--- src/rtl/mult_sequencer.sv ---
// ============================================================================
// Module      : mult_sequencer
// Description : Queues 4-bit operand pairs and runs them one at a time through
//               an external 4x4 multiplier using a clear/start/wait/capture
//               sequence.
// Revision    : 1.0 - initial release
// ============================================================================
`timescale 1ns/1ps
`default_nettype none

module mult_sequencer #(
  parameter int WAIT_CYCLES = 10
) (
  input  logic       clk,
  input  logic       rst,
  input  logic       in_valid,
  output logic       in_ready,
  input  logic [3:0] in_a,
  input  logic [3:0] in_b,
  output logic [3:0] mul_in1,
  output logic [3:0] mul_in2,
  output logic       mul_start,
  output logic       mul_rst,
  input  logic [7:0] mul_result,
  output logic       out_valid,
  input  logic       out_ready,
  output logic [7:0] out_product
);

  localparam logic [5:0] c_wait_load = 6'(WAIT_CYCLES - 1);
  localparam logic [2:0] c_fifo_full = 3'd4;

  typedef enum logic [2:0] {
    S_IDLE   = 3'd0,
    S_CLEAR  = 3'd1,
    S_LAUNCH = 3'd2,
    S_WAIT   = 3'd3,
    S_DONE   = 3'd4
  } state_t;

  state_t     r_state;
  logic [7:0] r_mem [4];
  logic [1:0] r_wr_ptr;
  logic [1:0] r_rd_ptr;
  logic [2:0] r_count;
  logic       r_in_ready;
  logic [3:0] r_op_a;
  logic [3:0] r_op_b;
  logic [5:0] r_wait_cnt;
  logic [7:0] r_out_product;
  logic       r_mul_rst;
  logic       r_mul_start;
  logic       r_out_valid;

  logic       w_push;
  logic       w_pop;
  logic [2:0] w_count_nxt;

  assign w_push = in_valid & r_in_ready;
  assign w_pop  = (r_state == S_IDLE) && (r_count != 3'd0);

  always_comb begin
    w_count_nxt = r_count;
    case ({w_push, w_pop})
      2'b10:   w_count_nxt = r_count + 3'd1;
      2'b01:   w_count_nxt = r_count - 3'd1;
      default: w_count_nxt = r_count;
    endcase
  end

  // Storage needs no reset: an entry is only read after it has been written.
  always_ff @(posedge clk) begin
    if (w_push) begin
      r_mem[r_wr_ptr] <= {in_a, in_b};
    end
  end

  // in_ready is held low through reset and follows the next occupancy.
  always_ff @(posedge clk or posedge rst) begin
    if (rst) begin
      r_wr_ptr   <= 2'd0;
      r_rd_ptr   <= 2'd0;
      r_count    <= 3'd0;
      r_in_ready <= 1'b0;
    end else begin
      if (w_push) r_wr_ptr <= r_wr_ptr + 2'd1;
      if (w_pop)  r_rd_ptr <= r_rd_ptr + 2'd1;
      r_count    <= w_count_nxt;
      r_in_ready <= (w_count_nxt != c_fifo_full);
    end
  end

  always_ff @(posedge clk or posedge rst) begin
    if (rst) begin
      r_state       <= S_IDLE;
      r_op_a        <= 4'd0;
      r_op_b        <= 4'd0;
      r_wait_cnt    <= 6'd0;
      r_out_product <= 8'd0;
      r_mul_rst     <= 1'b0;
      r_mul_start   <= 1'b0;
      r_out_valid   <= 1'b0;
    end else begin
      case (r_state)
        S_IDLE: begin
          if (w_pop) begin
            r_op_a    <= r_mem[r_rd_ptr][7:4];
            r_op_b    <= r_mem[r_rd_ptr][3:0];
            r_mul_rst <= 1'b1;
            r_state   <= S_CLEAR;
          end
        end
        S_CLEAR: begin
          r_mul_rst   <= 1'b0;
          r_mul_start <= 1'b1;
          r_state     <= S_LAUNCH;
        end
        S_LAUNCH: begin
          r_mul_start <= 1'b0;
          r_wait_cnt  <= c_wait_load;
          r_state     <= S_WAIT;
        end
        S_WAIT: begin
          if (r_wait_cnt == 6'd0) begin
            r_out_product <= mul_result;
            r_out_valid   <= 1'b1;
            r_state       <= S_DONE;
          end else begin
            r_wait_cnt <= r_wait_cnt - 6'd1;
          end
        end
        S_DONE: begin
          if (out_ready) begin
            r_out_valid <= 1'b0;
            r_state     <= S_IDLE;
          end
        end
        default: begin
          r_mul_rst   <= 1'b0;
          r_mul_start <= 1'b0;
          r_out_valid <= 1'b0;
          r_state     <= S_IDLE;
        end
      endcase
    end
  end

  // The multiplier is cleared together with the sequencer, without waiting for a clock.
  assign mul_rst     = r_mul_rst | rst;
  assign mul_start   = r_mul_start;
  assign mul_in1     = r_op_a;
  assign mul_in2     = r_op_b;
  assign in_ready    = r_in_ready;
  assign out_valid   = r_out_valid;
  assign out_product = r_out_product;

endmodule

`default_nettype wire

--- config.mk ---
export PLATFORM = sky130hd
export DESIGN_NAME = mult_sequencer
export DESIGN_NICKNAME = d
export VERILOG_FILES = /design/src/rtl/mult_sequencer.sv
export SDC_FILE = /design/constraint.sdc
export NUM_CORES = 1
export LEC_CHECK = 0
export ABC_AREA = 0
export BUFFER_PORTS_ARGS = -buffer_cell sky130_fd_sc_hd__clkbuf_2
export CORE_MARGIN = 2
export CORE_UTILIZATION = 59
export CTS_BUF_LIST = sky130_fd_sc_hd__clkbuf_8
export CTS_CLUSTER_SIZE = 10
export DETAILED_ROUTE_END_ITERATION = 8
export PLACE_DENSITY_LB_ADDON = 0.15
export SYNTH_ARGS = -nofsm -noshare
export SYNTH_HDL_FRONTEND = slang
export SYNTH_SLANG_ARGS = --single-unit
--- constraint.sdc ---
create_clock -name clk -period 3.6 [get_ports clk]
set_input_delay 0.54 -clock clk [delete_from_list [all_inputs] [get_ports clk]]
set_output_delay 0.54 -clock clk [all_outputs]
set_load 0.02 [all_outputs]
# Yosys cells after proc, flatten, opt, wreduce, memory -nomap -nowiden
# Memories as Yosys holds them, arrays and structs flattened. A register that Yosys moved wholly into a read port is not among the register bits.
# Cells that the tools add are included.
dict set report classes {
  bitwise 4
  n_eq_ne 11
  reduce_logical 14
  muxes 15
  n_addsub 5
}
# cell count
set ops {}
lappend ops {{$pmux 3 s5} 1}
lappend ops {{$pmux 6 s2} 1}
lappend ops {{$mux 3} 3}
lappend ops {{$reduce_or 3->1} 3}
lappend ops {{$ne 2x2->1 const B} 4}
lappend ops {{$reduce_and 2->1} 4}
lappend ops {{$eq 3x2->1 const B} 2}
lappend ops {{$logic_not 6->1} 1}
lappend ops {{$mux 6} 1}
lappend ops {{$pmux 3 s2} 1}
lappend ops {{$reduce_and 3->1} 2}
lappend ops {{$sub 6x1->6 const B} 1}
lappend ops {{$mux 1} 5}
lappend ops {{$add 2x1->2 const B} 2}
lappend ops {{$pmux 1 s2} 2}
lappend ops {{$add 3x1->3 const B} 1}
lappend ops {{$eq 3x1->1 const B} 1}
lappend ops {{$eq 3x3->1 const B} 1}
lappend ops {{$logic_not 3->1} 1}
lappend ops {{$ne 3x3->1 const B} 1}
lappend ops {{$pmux 1 s3} 1}
lappend ops {{$reduce_bool 3->1} 1}
lappend ops {{$sub 3x1->3 const B} 1}
lappend ops {{$eq 2x1->1 const B} 1}
lappend ops {{6 further kinds} 7}
dict set report word_totals {
  elab_cells 60
  regBits 28
  inputBits 20
  ram_bits 32
  mem_count 1
}
# name words word_bits rd rd_ports_with_merged_regs write_ports line_no
set mem_list {}
lappend mem_list {r_mem 4 8 1 1 1 42} ;# logic [7:0] r_mem [4];

# Longest topological paths before layout
dict set report logic_depth {
  ltp_word 5
  mapped_depth 10
  ltp_nobuf 8
}

# Least setup slack after synthesis
# OpenSTA, ideal clock, no wires.
dict set report synth_timing {
  path_type {register to register}
  startpoint {register r_state[0]}
  endpoint {register r_in_ready, in the netlist in_ready}
  arrival_ps 2547
  n_path_buf 1
  path_stages_with_launch 10
  slack_ps 929
  period_less_slack_ps 2671
  setup_time_ps 124
  cell_sequence {dfrtp_1 -> nor2_1 -> and3_1 -> clkbuf_1 -> ha_1 -> inv_1 -> fa_1 -> xor2_1 -> or3_1 -> a211o_1}
}
dict set report synth_between {
  elab_chain_len 5
}
# element line_no
set synth_lines {}
lappend synth_lines {{start, declared} 41} ;# state_t r_state;
lappend synth_lines {{start signal, assigned} 95} ;# r_state <= S_IDLE;
lappend synth_lines {{start signal, assigned} 110} ;# r_state <= S_CLEAR;
lappend synth_lines {{start signal, assigned} 116} ;# r_state <= S_LAUNCH;
lappend synth_lines {{$logic_not 3->1 (*)} 60} ;# assign w_pop = (r_state == S_IDLE) && (r_count != 3'd0);
lappend synth_lines {{$logic_and 1x1->1 (*)} 60}
lappend synth_lines {{via w_pop} 56} ;# logic w_pop;
lappend synth_lines {{$eq 2x1->1 or $eq 2x2->1 (tied branches)} 64} ;# case ({w_push, w_pop})
lappend synth_lines {{$pmux 3 s2 (*)} 64}
lappend synth_lines {{$ne 3x3->1 (*)} 89} ;# r_in_ready <= (w_count_nxt != c_fifo_full);
lappend synth_lines {{end signal, assigned} 89}
lappend synth_lines {{end, declared} 46} ;# logic r_in_ready;
# Mark *: on every way through the listed nets, which the timed path passes. The rest lies on a longest branch.
# A chain may end at the register's enable or synchronous reset.

# Worst setup path in the final report
dict set report layout_timing {
  startpoint {register r_state[0]}
  endpoint {register r_in_ready, in the netlist in_ready}
}
dict set report layout_between {
  elab_chain_len 5
}
# element line_no
set layout_lines {}
lappend layout_lines {{$logic_not 3->1 (*)} 60}
lappend layout_lines {{$logic_and 1x1->1 (*)} 60}
lappend layout_lines {{$eq 2x1->1 or $eq 2x2->1 (tied branches)} 64}
lappend layout_lines {{$pmux 3 s2 (*)} 64}
lappend layout_lines {{$ne 3x3->1 (*)} 89}
# Every way passes the cells marked *; elsewhere a longest branch is shown, timed or not.

==> impl_metrics.env <==
export IMPL_outcome="complete, no violations"
export IMPL_end_kind="register"
export IMPL_hold_slack_ns=0.4230
export IMPL_async_reset_ff_frac=0.5294
export IMPL_ys_seq_area_frac=0.6529
export IMPL_maxSlewViolCount=0
export IMPL_via_per_inst=5.899
export IMPL_io_buffers=39
export IMPL_drtAntennaViolNets=0
export IMPL_die_x_um=73.52
export IMPL_route_detailed_drc=0
export IMPL_cp_num_buf_inv=2
export IMPL_initial_utilization=0.6077
export IMPL_p_clk_frac=0.224
export IMPL_placed_area_um2=3088
export IMPL_cp_required_ns=3.81
export IMPL_fmax_mhz=349.9
export IMPL_clk_path_buf_depth=2
export IMPL_synth_most_common_cell="dfrtp_1"
export IMPL_ios=40
export IMPL_synth_main_ff_cell="dfrtp_1"
export IMPL_synth_adder_area_share=0.03335
export IMPL_startpoint="r_state[0]"
export IMPL_p_sw_mw=0.9879
export IMPL_clockRootBuffer="clkbuf_8"
export IMPL_path_cells="nor2_1, and3_1, buf_4, ha_1, inv_1, fa_1, xor2_1, or3_1, a211o_1"
export IMPL_fin_crit_sh=0.7938
export IMPL_crit_type="reg2reg"
export IMPL_p_int_mw=1.903
export IMPL_gp_congestion=0.7808
export IMPL_netlist_instances=184
export IMPL_yosysTopAreaCell="edfxtp_1"
export IMPL_tightest_slew_ns=0.9816
export IMPL_area_growth_syn_to_layout_pct=15.58
export IMPL_synth_common_cells="dfrtp_1, edfxtp_1, mux2_2"
export IMPL_power_density_nw_per_um2=877.1
export IMPL_syn_avg_cell_area_um2=15.50
export IMPL_finalCriticalPeriod_ns=2.858
export IMPL_arrival_ns=3.07
export IMPL_synth_mux_area_fraction=0.1338
export IMPL_ctsResizeCount=0
export IMPL_routedWlPerCell_um=18.35
export IMPL_grt_pass1_wl_um=8369
export IMPL_timing_hold_violations_final=0
export IMPL_dr_total_vias=1687
export IMPL_antenna_found_initial=0
export IMPL_cts_hold_buf=0
export IMPL_rows=25
export IMPL_fin_ws_ns=0.7423
export IMPL_htree_levels=3
export IMPL_synth_compound_area_frac=0.05309
export IMPL_synthSimpleGateAreaFrac=0.08249
export IMPL_rsz0062_at_grt="false"
export IMPL_max_stage_delay_ns=0.51
export IMPL_cp_max_fo=14
export IMPL_yosysWarnings=0
export IMPL_post_cts_buffers=0
export IMPL_synth_top_area_frac=0.3370
export IMPL_grt_start_max_net_pins=27
export IMPL_first_pass_iters=4
export IMPL_max_slew_margin=0.3449
export IMPL_postLayoutCellArea_um2=3296
export IMPL_synthTopCellsByArea="edfxtp_1, dfrtp_1, mux2_2"
export IMPL_start_kind="register"
export IMPL_cts_buffers=9
export IMPL_wl_um=5248
export IMPL_final_nets=254
export IMPL_crit_slowest_cell="dfrtp_1"
export IMPL_cts_tree="yes"
export IMPL_place_ws_ns=0.7737
export IMPL_ys_ff_latch=68
export IMPL_ir_worst_vdd_v=0.0005849
export IMPL_hold_path_class="in2async"
export IMPL_core_um2=4692
export IMPL_syn_num_nets=211
export IMPL_synth_top_family_by_area="multiplexers"
export IMPL_tns_ns=0
export IMPL_skew_ns=0.008806
export IMPL_clk_latency_ns=0.33
export IMPL_pwr_share_comb=0.322
export IMPL_r2r_start="r_state[0]"
export IMPL_grt_overflow_total=0
export IMPL_dp_hpwl_um=3596
export IMPL_drive_gt1_frac=0.3578
export IMPL_synth_xor_area_share=0.01536
export IMPL_r2r_cells=9
export IMPL_synth_edf_count=32
export IMPL_switching_share=0.3417
export IMPL_synth_cell_types=44
export IMPL_drv_cap=0
export IMPL_path_depth=9
export IMPL_grt_pass1_vias=1719
export IMPL_clkSlewWorstSetupHoldPaths_ns=0.07
export IMPL_cts_sinks=68
export IMPL_drtIter0Drc=108
export IMPL_power_leakage_nw=1.384
export IMPL_die_h_um=73.52
export IMPL_path_delay_family="simple AND/OR/NAND/NOR gates"
export IMPL_syn_area_um2=2851
export IMPL_grt_use_total=0.2164
export IMPL_die_area_um2=5405
export IMPL_seqPwrFrac=0.454
export IMPL_finalSetupViolations=0
export IMPL_diodes=0
power by group through the flow:
stage / registers (mW) / logic [mW] / clock network, mW
after floorplan: 1.34 / 0.618 / 0
after global placement: 1.30 / 0.887 / 0
after detailed placement: 1.33 / 0.934 / 0
after CTS: 1.31 / 0.943 / 0.659
after global routing: 1.35 / 1.02 / 0.694
final: 1.31 / 0.931 / 0.648
sequential cells by signal, indices dropped and copies added, names as in the netlist:
register,count
r_mem,32
out_product,8
r_wait_cnt,6
mul_in1,4
mul_in2,4
r_count,3
r_state,3
r_rd_ptr,2
r_wr_ptr,2
in_ready,1
mul_start,1
out_valid,1
r_mul_rst,1
routing by layer:
| metal | global-route usage | part of all wire | up-vias |
|---|---|---|---|
| met5 | 0 | 0 | - |
| met4 | 0.07475 | 0.0097 | 0 |
| met3 | 0.06173 | 0.042 | 5 |
| met2 | 0.3423 | 0.53 | 53 |
| met1 | 0.2902 | 0.42 | 852 |
| li1 | - | - | 777 |
worst register-to-register path, stage by stage (launching register included):
cell     delay (ns)
dfrtp_1        0.51
nor2_1         0.33
and3_1         0.21
buf_4          0.20
ha_1           0.22
inv_1          0.07
fa_1           0.38
xor2_1         0.16
or3_1          0.34
a211o_1        0.31
metrics by stage:
stage | utilization | instances | power [mW]
3_3_place_gp | 0.6581 | 270 | 2.190
3_5_place_dp | 0.6581 | 270 | 2.261
4_1_cts | 0.7024 | 286 | 2.915
6_report | 0.7024 | 286 | 2.891
2_1_floorplan | - | 184 | 1.962
5_1_grt | 0.7024 | 286 | 3.065
cell families (layout without fill, tap and decap cells):
logic type / count (synthesis) / count (layout)
XOR/XNOR: 5 / 5
adder cells (fa/ha/maj): 7 / 7
multiplexers: 26 / 26
AO/OA/AOI/OAI: 21 / 21
buffers and inverters: 20 / 68
flip-flops: 68 / 68
AND/OR/NAND/NOR: 37 / 37
worst paths after layout:
path | endpoint | slack, ns
min | out_valid | 0.42
min in group clk | r_mem[3][7] | 0.42
max | in_ready | 0.74
max in group asynchronous | r_mul_rst | 2.45
min reg2reg | out_product[5] | 0.52
max reg2reg | in_ready | 0.74
final cells by class:
type / instances / area, um^2
Sequential cell: 68 / 1862
Fill cell: 347 / 1396
Multi-Input combinational cell: 96 / 907.1
Timing Repair Buffer: 41 / 210.2
Clock buffer: 9 / 123.9
Clock inverter: 7 / 83.83
Tap cell: 54 / 67.56
Inverter: 11 / 41.29
cells in the final DEF, fill, tap and decap left out, drive strengths merged, types with 2 or more instances in the layout:
cell type	n
clkbuf	48
dfrtp	36
edfxtp	32
mux2	17
inv	13
mux4	8
nand2	7
o21ai	6
ha	6
and3	5
nor3	4
or3	3
nand2b	3
nor2	3
xor2	3
clkinv	3
or3b	2
o311ai	2
a21oi	2
xnor2	2
bufinv	2
buf	2
(Power assumes the default switching activity.)
